### config.mk
export PLATFORM = sky130hd
export DESIGN_NAME = rv_decode_stage_flat
export DESIGN_NICKNAME = d
export VERILOG_FILES = /design/src/rtl/rv_decode_pkg.sv /design/src/rtl/rv_decode_stage_if.sv /design/src/rtl/rv_decode_comb.sv /design/src/rtl/rv_decode_stage.sv /design/src/flat_wrapper.sv
export SDC_FILE = /design/constraint.sdc
export NUM_CORES = 1
export LEC_CHECK = 0
export ABC_AREA = 1
export BUFFER_PORTS_ARGS = -buffer_cell sky130_fd_sc_hd__buf_2
export CORE_MARGIN = 1
export CORE_UTILIZATION = 44
export DETAILED_ROUTE_END_ITERATION = 12
export GPL_TIMING_DRIVEN = 0
export PLACE_DENSITY = 0.67
export SLEW_MARGIN = 20
export SYNTH_ARGS = -nofsm -noshare
export SYNTH_HDL_FRONTEND = slang
export SYNTH_SLANG_ARGS = --single-unit
### constraint.sdc
create_clock -name clk -period 2.3 [get_ports clk]
set_clock_uncertainty 0.1 [all_clocks]
set_input_delay 0.345 -clock clk [delete_from_list [all_inputs] [get_ports clk]]
set_output_delay 0.345 -clock clk [all_outputs]
set_load 0.02 [all_outputs]
### src/rtl/rv_decode_pkg.sv
// Shared constants and decoded-entry layout for the RV32I decode stage.
package rv_decode_pkg;

  localparam int unsigned INSTR_W = 32;
  localparam int unsigned OPC_W   = 7;
  localparam int unsigned REG_W   = 5;
  localparam int unsigned FUN3_W  = 3;
  localparam int unsigned FUN7_W  = 7;
  localparam int unsigned FMT_W   = 6;

  localparam logic [OPC_W-1:0] OPC_LUI     = 7'b0110111;
  localparam logic [OPC_W-1:0] OPC_AUIPC   = 7'b0010111;
  localparam logic [OPC_W-1:0] OPC_JAL     = 7'b1101111;
  localparam logic [OPC_W-1:0] OPC_JALR    = 7'b1100111;
  localparam logic [OPC_W-1:0] OPC_BRANCH  = 7'b1100011;
  localparam logic [OPC_W-1:0] OPC_LOAD    = 7'b0000011;
  localparam logic [OPC_W-1:0] OPC_STORE   = 7'b0100011;
  localparam logic [OPC_W-1:0] OPC_OPIMM   = 7'b0010011;
  localparam logic [OPC_W-1:0] OPC_OP      = 7'b0110011;
  localparam logic [OPC_W-1:0] OPC_MISCMEM = 7'b0001111;
  localparam logic [OPC_W-1:0] OPC_SYSTEM  = 7'b1110011;

  // Bit positions inside the one-hot format vector {J,U,B,S,I,R}
  localparam int unsigned FMT_R = 0;
  localparam int unsigned FMT_I = 1;
  localparam int unsigned FMT_S = 2;
  localparam int unsigned FMT_B = 3;
  localparam int unsigned FMT_U = 4;
  localparam int unsigned FMT_J = 5;

  typedef struct packed {
    logic [OPC_W-1:0]  opcode;
    logic [REG_W-1:0]  rd;
    logic [REG_W-1:0]  rs1;
    logic [REG_W-1:0]  rs2;
    logic [FUN3_W-1:0] fun3;
    logic [FUN7_W-1:0] fun7;
    logic [FMT_W-1:0]  fmt;
    logic              illegal;
    logic              rd_we;
    logic              rs1_used;
    logic              rs2_used;
  } dec_fields_t;

endpackage

### src/rtl/rv_decode_stage_if.sv
// Fetch-side and execute-side handshake bundle of the decode stage.
interface rv_decode_stage_if
  import rv_decode_pkg::*;
#(
  parameter int unsigned XLEN = 32
);
  logic                in_valid;
  logic                in_ready;
  logic [INSTR_W-1:0]  in_instr;
  logic [XLEN-1:0]     in_pc;

  logic                out_valid;
  logic                out_ready;
  logic [XLEN-1:0]     out_pc;
  logic [OPC_W-1:0]    out_opcode;
  logic [REG_W-1:0]    out_rd;
  logic [REG_W-1:0]    out_rs1;
  logic [REG_W-1:0]    out_rs2;
  logic [FUN3_W-1:0]   out_fun3;
  logic [FUN7_W-1:0]   out_fun7;
  logic [XLEN-1:0]     out_imm;
  logic [FMT_W-1:0]    out_fmt;
  logic                out_illegal;
  logic                out_rd_we;
  logic                out_rs1_used;
  logic                out_rs2_used;

  modport slave (
    input  in_valid, in_instr, in_pc, out_ready,
    output in_ready, out_valid, out_pc, out_opcode, out_rd, out_rs1, out_rs2,
           out_fun3, out_fun7, out_imm, out_fmt, out_illegal, out_rd_we,
           out_rs1_used, out_rs2_used
  );

  modport master (
    output in_valid, in_instr, in_pc, out_ready,
    input  in_ready, out_valid, out_pc, out_opcode, out_rd, out_rs1, out_rs2,
           out_fun3, out_fun7, out_imm, out_fmt, out_illegal, out_rd_we,
           out_rs1_used, out_rs2_used
  );
endinterface

### src/rtl/rv_decode_comb.sv
// Pure combinational RV32I decoder: fields, format, legality, immediate, register use.
// RV_DECODE_RVE_EN restricts used register indices to x0..x15.
module rv_decode_comb
  import rv_decode_pkg::*;
#(
  parameter int unsigned XLEN         = 32,
  parameter bit          SYSTEM_LEGAL = 1'b1
) (
  input  logic [INSTR_W-1:0] instr,
  output dec_fields_t        fields_c,
  output logic [XLEN-1:0]    imm_c
);

  logic [OPC_W-1:0]  opc;
  logic [FUN3_W-1:0] f3;
  logic [FUN7_W-1:0] f7;
  logic [FMT_W-1:0]  fmt;
  logic              legal;
  logic [31:0]       imm_i, imm_s, imm_b, imm_u, imm_j, imm32;

  assign opc = instr[6:0];
  assign f3  = instr[14:12];
  assign f7  = instr[31:25];

  assign imm_i = {{20{instr[31]}}, instr[31:20]};
  assign imm_s = {{20{instr[31]}}, instr[31:25], instr[11:7]};
  assign imm_b = {{19{instr[31]}}, instr[31], instr[7], instr[30:25], instr[11:8], 1'b0};
  assign imm_u = {instr[31:12], 12'b0};
  assign imm_j = {{11{instr[31]}}, instr[31], instr[19:12], instr[20], instr[30:21], 1'b0};

  // Format and legality per major opcode
  always_comb begin
    fmt   = '0;
    legal = 1'b0;
    case (opc)
      OPC_LUI, OPC_AUIPC: begin fmt[FMT_U] = 1'b1; legal = 1'b1; end
      OPC_JAL:     begin fmt[FMT_J] = 1'b1; legal = 1'b1; end
      OPC_JALR:    begin fmt[FMT_I] = 1'b1; legal = (f3 == 3'b000); end
      OPC_BRANCH:  begin fmt[FMT_B] = 1'b1; legal = (f3 != 3'b010) && (f3 != 3'b011); end
      OPC_LOAD:    begin fmt[FMT_I] = 1'b1; legal = (f3 != 3'b011) && (f3 != 3'b110) && (f3 != 3'b111); end
      OPC_STORE:   begin fmt[FMT_S] = 1'b1; legal = (f3 <= 3'b010); end
      OPC_OPIMM: begin
        fmt[FMT_I] = 1'b1;
        if (f3 == 3'b001)      legal = (f7 == 7'b0000000);
        else if (f3 == 3'b101) legal = (f7 == 7'b0000000) || (f7 == 7'b0100000);
        else                   legal = 1'b1;
      end
      OPC_OP: begin
        fmt[FMT_R] = 1'b1;
        legal = (f7 == 7'b0000000) ||
                ((f7 == 7'b0100000) && ((f3 == 3'b000) || (f3 == 3'b101)));
      end
      OPC_MISCMEM: begin fmt[FMT_I] = 1'b1; legal = (f3 == 3'b000); end
      OPC_SYSTEM:  begin fmt[FMT_I] = 1'b1; legal = SYSTEM_LEGAL; end
      default: ;
    endcase
    if (instr[1:0] != 2'b11) legal = 1'b0;
    if (!legal) fmt = '0;
  end

  // Immediate selection; R-format and illegal leave it zero
  always_comb begin
    imm32 = '0;
    if (fmt[FMT_I])      imm32 = imm_i;
    else if (fmt[FMT_S]) imm32 = imm_s;
    else if (fmt[FMT_B]) imm32 = imm_b;
    else if (fmt[FMT_U]) imm32 = imm_u;
    else if (fmt[FMT_J]) imm32 = imm_j;
  end

  assign imm_c = XLEN'($signed(imm32));

  // Field packing and register-use derivation
  always_comb begin
    fields_c          = '0;
    fields_c.opcode   = opc;
    fields_c.rd       = instr[11:7];
    fields_c.rs1      = instr[19:15];
    fields_c.rs2      = instr[24:20];
    fields_c.fun3     = f3;
    fields_c.fun7     = f7;
    fields_c.fmt      = fmt;
    fields_c.illegal  = !legal;
    fields_c.rd_we    = (fmt[FMT_R] | fmt[FMT_I] | fmt[FMT_U] | fmt[FMT_J]) &&
                        (instr[11:7] != 5'd0) && (opc != OPC_MISCMEM);
    fields_c.rs1_used = (fmt[FMT_R] | fmt[FMT_I] | fmt[FMT_S] | fmt[FMT_B]) &&
                        (opc != OPC_MISCMEM) && !((opc == OPC_SYSTEM) && (f3 == 3'b000));
    fields_c.rs2_used = fmt[FMT_R] | fmt[FMT_S] | fmt[FMT_B];
`ifdef RV_DECODE_RVE_EN
    if ((fields_c.rd_we && fields_c.rd[4]) || (fields_c.rs1_used && fields_c.rs1[4]) ||
        (fields_c.rs2_used && fields_c.rs2[4])) begin
      fields_c.illegal  = 1'b1;
      fields_c.rd_we    = 1'b0;
      fields_c.rs1_used = 1'b0;
      fields_c.rs2_used = 1'b0;
    end
`endif
  end

endmodule

### src/rtl/rv_decode_stage.sv
// Registered decode stage: main + skid entry, valid/ready on both sides, synchronous flush.
// RV_DECODE_RVE_EN (in rv_decode_comb) selects the RV32E register-index check.
module rv_decode_stage
  import rv_decode_pkg::*;
#(
  parameter int unsigned XLEN         = 32,
  parameter bit          SYSTEM_LEGAL = 1'b1
) (
  input logic               clk,
  input logic               rst,
  input logic               flush,
  rv_decode_stage_if.slave  bus
);

  dec_fields_t       dec_f;
  logic [XLEN-1:0]   dec_imm;

  dec_fields_t       main_f, skid_f;
  logic [XLEN-1:0]   main_imm, skid_imm;
  logic [XLEN-1:0]   main_pc, skid_pc;
  logic              main_v, skid_v;
  logic              accept, fire;

  rv_decode_comb #(.XLEN(XLEN), .SYSTEM_LEGAL(SYSTEM_LEGAL)) u_comb (
    .instr    (bus.in_instr),
    .fields_c (dec_f),
    .imm_c    (dec_imm)
  );

  assign accept = bus.in_valid && !skid_v;
  assign fire   = main_v && bus.out_ready;

  // Skid can only fill while main is stalled, so order is main then skid
  always_ff @(posedge clk) begin
    if (rst) begin
      main_v   <= 1'b0;
      skid_v   <= 1'b0;
      main_f   <= '0;
      main_imm <= '0;
      main_pc  <= '0;
      skid_f   <= '0;
      skid_imm <= '0;
      skid_pc  <= '0;
    end else if (flush) begin
      main_v <= 1'b0;
      skid_v <= 1'b0;
    end else if (fire) begin
      if (skid_v) begin
        main_f   <= skid_f;
        main_imm <= skid_imm;
        main_pc  <= skid_pc;
        skid_v   <= 1'b0;
      end else if (accept) begin
        main_f   <= dec_f;
        main_imm <= dec_imm;
        main_pc  <= bus.in_pc;
      end else begin
        main_v <= 1'b0;
      end
    end else if (accept) begin
      if (main_v) begin
        skid_f   <= dec_f;
        skid_imm <= dec_imm;
        skid_pc  <= bus.in_pc;
        skid_v   <= 1'b1;
      end else begin
        main_f   <= dec_f;
        main_imm <= dec_imm;
        main_pc  <= bus.in_pc;
        main_v   <= 1'b1;
      end
    end
  end

  assign bus.in_ready     = !skid_v;
  assign bus.out_valid    = main_v;
  assign bus.out_pc       = main_pc;
  assign bus.out_opcode   = main_f.opcode;
  assign bus.out_rd       = main_f.rd;
  assign bus.out_rs1      = main_f.rs1;
  assign bus.out_rs2      = main_f.rs2;
  assign bus.out_fun3     = main_f.fun3;
  assign bus.out_fun7     = main_f.fun7;
  assign bus.out_imm      = main_imm;
  assign bus.out_fmt      = main_f.fmt;
  assign bus.out_illegal  = main_f.illegal;
  assign bus.out_rd_we    = main_f.rd_we;
  assign bus.out_rs1_used = main_f.rs1_used;
  assign bus.out_rs2_used = main_f.rs2_used;

endmodule

### src/flat_wrapper.sv
// flat-port wrapper written by rule: the top's interface ports become plain ports
module rv_decode_stage_flat import rv_decode_pkg::*;
#(
  parameter int unsigned XLEN         = 32,
  parameter bit          SYSTEM_LEGAL = 1'b1
)
  (clk, rst, flush, bus_in_valid, bus_in_instr, bus_in_pc, bus_out_ready, bus_in_ready, bus_out_valid, bus_out_pc, bus_out_opcode, bus_out_rd, bus_out_rs1, bus_out_rs2, bus_out_fun3, bus_out_fun7, bus_out_imm, bus_out_fmt, bus_out_illegal, bus_out_rd_we, bus_out_rs1_used, bus_out_rs2_used);
  rv_decode_stage_if #(.XLEN(XLEN)) bus_i ();
  input logic clk;
  input logic rst;
  input logic flush;
  input wire logic [$bits(bus_i.in_valid)-1:0] bus_in_valid;
  input wire logic [$bits(bus_i.in_instr)-1:0] bus_in_instr;
  input wire logic [$bits(bus_i.in_pc)-1:0] bus_in_pc;
  input wire logic [$bits(bus_i.out_ready)-1:0] bus_out_ready;
  output wire logic [$bits(bus_i.in_ready)-1:0] bus_in_ready;
  output wire logic [$bits(bus_i.out_valid)-1:0] bus_out_valid;
  output wire logic [$bits(bus_i.out_pc)-1:0] bus_out_pc;
  output wire logic [$bits(bus_i.out_opcode)-1:0] bus_out_opcode;
  output wire logic [$bits(bus_i.out_rd)-1:0] bus_out_rd;
  output wire logic [$bits(bus_i.out_rs1)-1:0] bus_out_rs1;
  output wire logic [$bits(bus_i.out_rs2)-1:0] bus_out_rs2;
  output wire logic [$bits(bus_i.out_fun3)-1:0] bus_out_fun3;
  output wire logic [$bits(bus_i.out_fun7)-1:0] bus_out_fun7;
  output wire logic [$bits(bus_i.out_imm)-1:0] bus_out_imm;
  output wire logic [$bits(bus_i.out_fmt)-1:0] bus_out_fmt;
  output wire logic [$bits(bus_i.out_illegal)-1:0] bus_out_illegal;
  output wire logic [$bits(bus_i.out_rd_we)-1:0] bus_out_rd_we;
  output wire logic [$bits(bus_i.out_rs1_used)-1:0] bus_out_rs1_used;
  output wire logic [$bits(bus_i.out_rs2_used)-1:0] bus_out_rs2_used;
  assign bus_i.in_valid = bus_in_valid;
  assign bus_i.in_instr = bus_in_instr;
  assign bus_i.in_pc = bus_in_pc;
  assign bus_i.out_ready = bus_out_ready;
  assign bus_in_ready = bus_i.in_ready;
  assign bus_out_valid = bus_i.out_valid;
  assign bus_out_pc = bus_i.out_pc;
  assign bus_out_opcode = bus_i.out_opcode;
  assign bus_out_rd = bus_i.out_rd;
  assign bus_out_rs1 = bus_i.out_rs1;
  assign bus_out_rs2 = bus_i.out_rs2;
  assign bus_out_fun3 = bus_i.out_fun3;
  assign bus_out_fun7 = bus_i.out_fun7;
  assign bus_out_imm = bus_i.out_imm;
  assign bus_out_fmt = bus_i.out_fmt;
  assign bus_out_illegal = bus_i.out_illegal;
  assign bus_out_rd_we = bus_i.out_rd_we;
  assign bus_out_rs1_used = bus_i.out_rs1_used;
  assign bus_out_rs2_used = bus_i.out_rs2_used;
  rv_decode_stage #(.XLEN(XLEN), .SYSTEM_LEGAL(SYSTEM_LEGAL)) u_core (.clk(clk), .rst(rst), .flush(flush), .bus(bus_i));
endmodule
==> impl_metrics.json <==
{
  "status": "finished clean",
  "antenna_left": 0,
  "synth_area_per_cell_um2": 7.19,
  "slew_headroom_pct": 52.6,
  "overflow": 0,
  "ys_seq_area_share_pct": 46.2,
  "async_flop_share_pct": 0,
  "clk_path_buf_depth": 3,
  "slowest_stage": "clkbuf_1",
  "max_cap_viol_count": 0,
  "synth_top_area_share_pct": 46.2,
  "critPathMostFrequentCell": "nand2_1",
  "slew_viol_final": 0,
  "min-delay-start": "bus_in_instr[0]",
  "io_buffers": 173,
  "critPathRequiredTime_ns": 2.63,
  "hpwl_mm": 22.2,
  "fin_hold_ws_ns": 0.00874,
  "grt_max_degree": 16,
  "tritoncts": "built",
  "drc": 0,
  "hold_depth": 3,
  "startpoint_type": "flip-flop",
  "setup_viol": 0,
  "routedWlPerCell_um": 17.1,
  "routed-via-count": 9765,
  "fmax_mhz": 457,
  "antenna_cells": 0,
  "row_count": 52,
  "synth_area_leaders": "dfxtp_1 (46%), nand2_1 (10%), o21ai_0 (7.9%)",
  "htree_levels": 1,
  "final_area_um2": 11600,
  "clk_pin_slew_ns": 0.05,
  "initial_core_util_pct": 45.4,
  "switching_power_mw": 2.15,
  "cts-buffers-inserted": 24,
  "nets": 1593,
  "r2r.worst_path.cells": 7,
  "synth_area_leader_cell": "dfxtp_1",
  "finalWirelength_mm": 31.0,
  "synth_cell_types": 30,
  "cp_max_fo": 15,
  "synth_edf_count": 0,
  "combPwrFrac_pct": 9.6,
  "worstSkewPairLatency_ns": 0.52,
  "pin_count": 177,
  "via_per_inst": 5.39,
  "hold_viol_final": 0,
  "synth_ff_type": "dfxtp_1",
  "power_density_nw_per_um2": 722,
  "worstReg2RegEnd": "u_core.bus.out_fmt[3]$_SDFFE_PP0P_",
  "grt_setup_unrepaired": "no",
  "final.min_clock_period_ns": 2.19,
  "arrival_ns": 2.52,
  "syn_to_final_growth_pct": 25.4,
  "drive_gt1_share_pct": 18.9,
  "pwr-share-seq_pct": 46.1,
  "r2r_slack_ns": 0.11,
  "grt_pass1_vias": 8989,
  "switching_share_pct": 25.6,
  "ir_worst_vdd_v": 0.000522,
  "grt_pass1_wl_mm": 48.3,
  "clock-sinks": 214,
  "synth_area_um2": 9270,
  "dieWidth_um": 147,
  "worstMarginPinSlew_ns": 0.711,
  "synth_seq_cells": 214,
  "p_leak_nw": 5.59,
  "r2r_start": "u_core.bus.out_valid$_SDFFE_PP0P_",
  "synth_nets": 1358,
  "critPathCaptureType": "flip-flop",
  "fp.dieArea_um2": 21700,
  "min-delay-path-class": "in -> reg",
  "track_usage_pct": 28.0,
  "intPower_mw": 6.25,
  "crit_chain": "nand2_1, nor2_4, inv_2, clkbuf_1, nand2_1, o211ai_1, a21oi_1",
  "finalCritPeriodShare_pct": 95.1,
  "core_region_area_um2": 20400,
  "tns_ns": 0,
  "die_y_um": 147,
  "cpLargestDelayFamily": "simple AND/OR/NAND/NOR gates",
  "antenna_found_initial": 0,
  "path_class": "reg -> reg",
  "clkPwrFrac_pct": 44.3,
  "gp_congestion": 0.928,
  "drtIter0Drc": 675,
  "synth_warnings": 0,
  "dr.pass1.iters": 5,
  "root_buffer": "clkbuf_16",
  "min_to": "u_core.skid_f[35]$_SDFFE_PP0P_",
  "placed_cell_area_um2": 10500,
  "syn_inst": 1289,
  "slowest_delay_ns": 0.38,
  "critical_path_buf_inv_count": 2,
  "power_mw": 8.40
}
-- worst reg2reg max path: stages, from the launching register on --
cell	delay [ns]
dfxtp_1	0.37
nand2_1	0.13
nor2_4	0.36
inv_2	0.28
clkbuf_1	0.38
nand2_1	0.18
o211ai_1	0.14
a21oi_1	0.17
-- metal layers --
layer | vias to the layer above | share of wire (%) | GRT usage [%]
met1 | 4520 | 45 | 39.8
li1 | 4800 | - | -
met5 | - | 0 | 0
met2 | 389 | 43 | 42.6
met3 | 56 | 8.8 | 5.78
met4 | 0 | 2.6 | 8.45
-- timing repair --
action | 4_1_cts | 5_1_grt
pin swaps | 1 | 0
setup buffers | 3 | 0
endpoints found under the setup margin | 212 | 82
endpoints found under the hold margin | 40 | 0
hold buffers | 34 | 0
gates resized for setup | 12 | 4
gates cloned | 0 | 0
-- stage by stage --
step,utilization (%),worst slack (ns),instances
2_1_floorplan,-,0.410,1289
3_3_place_gp,51.3,-0.611,1732
3_5_place_dp,51.3,-0.681,1732
4_1_cts,56.9,0.0457,1812
5_1_grt,56.9,0.000281,1812
6_report,56.9,0.113,1812
-- layout by cell type, fill, tap and decap left out, drive strengths merged --
master,Yosys,final
a211oi,10,10
a21oi,103,103
a31oi,66,66
buf,20,197
clkbuf,82,117
clkinv,1,5
clkinvlp,0,2
dfxtp,214,214
dlygate4sd3,0,34
inv,82,83
nand2,260,260
nand3,72,72
nand4,1,1
nor2,169,169
nor3,13,13
nor4,1,1
o2111ai,1,1
o211ai,34,34
o21ai,147,147
o22ai,5,5
o311ai,1,1
o31ai,7,7
-- Yosys cell counts, types with 4 or more instances --
cell type,number
o22ai_1,5
inv_2,30
nand2_2,4
dfxtp_1,214
a21oi_1,103
nor2_1,161
buf_2,12
nand3_1,72
o211ai_1,34
inv_1,52
nand2_1,253
nor3_1,11
o31ai_1,7
a211oi_1,10
o21ai_0,147
clkbuf_1,82
a31oi_1,66
nor2_2,4
buf_4,5
-- final cells by class --
class / instances / area, um2
timing repair buffer: 210 / 1230
clock buffer: 37 / 721
tap: 270 / 338
buffer: 101 / 439
inverter: 83 / 313
sequential: 214 / 4280
multi-input combinational: 890 / 4260
fill: 2019 / 8800
clock inverter: 7 / 46.3
-- cell families (layout without fill, tap and decap cells) --
group           after synthesis  after routing  synth area share [%]
buf+inv                     185            438                  8.02
flops                       214            214                  46.2
compound gates              374            374                  22.6
simple gates                516            516                  23.2
-- power by group through the flow --
stage | Sequential [mW] | Combinational, mW | Clock (mW)
5_1_grt | 3.88 | 0.870 | 3.93
2_1_floorplan | 4.05 | 0.318 | 0
3_3_place_gp | 3.95 | 0.739 | 0
4_1_cts | 3.87 | 0.796 | 3.77
6_report | 3.87 | 0.804 | 3.72
3_5_place_dp | 3.95 | 0.744 | 0
-- state kept, by name, summed over array words and instances, names as in the netlist, 3 cells and up --
register / cells
u_core.skid_imm: 32
u_core.bus.out_rd: 5
u_core.bus.out_imm: 32
u_core.bus.out_opcode: 7
u_core.bus.out_rs2: 5
u_core.bus.out_fmt: 6
u_core.bus.out_pc: 32
u_core.skid_f: 42
u_core.skid_pc: 32
u_core.bus.out_fun7: 7
u_core.bus.out_fun3: 3
u_core.bus.out_rs1: 5
-- how the worst max path moves through the flow --
stage / depth (start not counted) / slack (ns) / end / from
final: 7 / 0.11 / u_core.bus.out_fmt[3]$_SDFFE_PP0P_ / u_core.bus.out_valid$_SDFFE_PP0P_
after global routing: 10 / 0.0003 / u_core.bus.out_illegal$_SDFFE_PP0P_ / u_core.skid_v$_SDFFE_PP0P_
after CTS: 10 / 0.05 / u_core.bus.out_illegal$_SDFFE_PP0P_ / u_core.skid_v$_SDFFE_PP0P_
after detailed placement: 8 / -0.68 / u_core.bus.out_fmt[3]$_SDFFE_PP0P_ / bus_out_ready
after global placement: 8 / -0.61 / u_core.bus.out_fmt[3]$_SDFFE_PP0P_ / bus_out_ready
after floorplan: 9 / 0.41 / u_core.skid_imm[9]$_SDFFE_PP0P_ / u_core.bus.out_valid$_SDFFE_PP0P_
No activity file was read; power rests on OpenSTA's default activity.
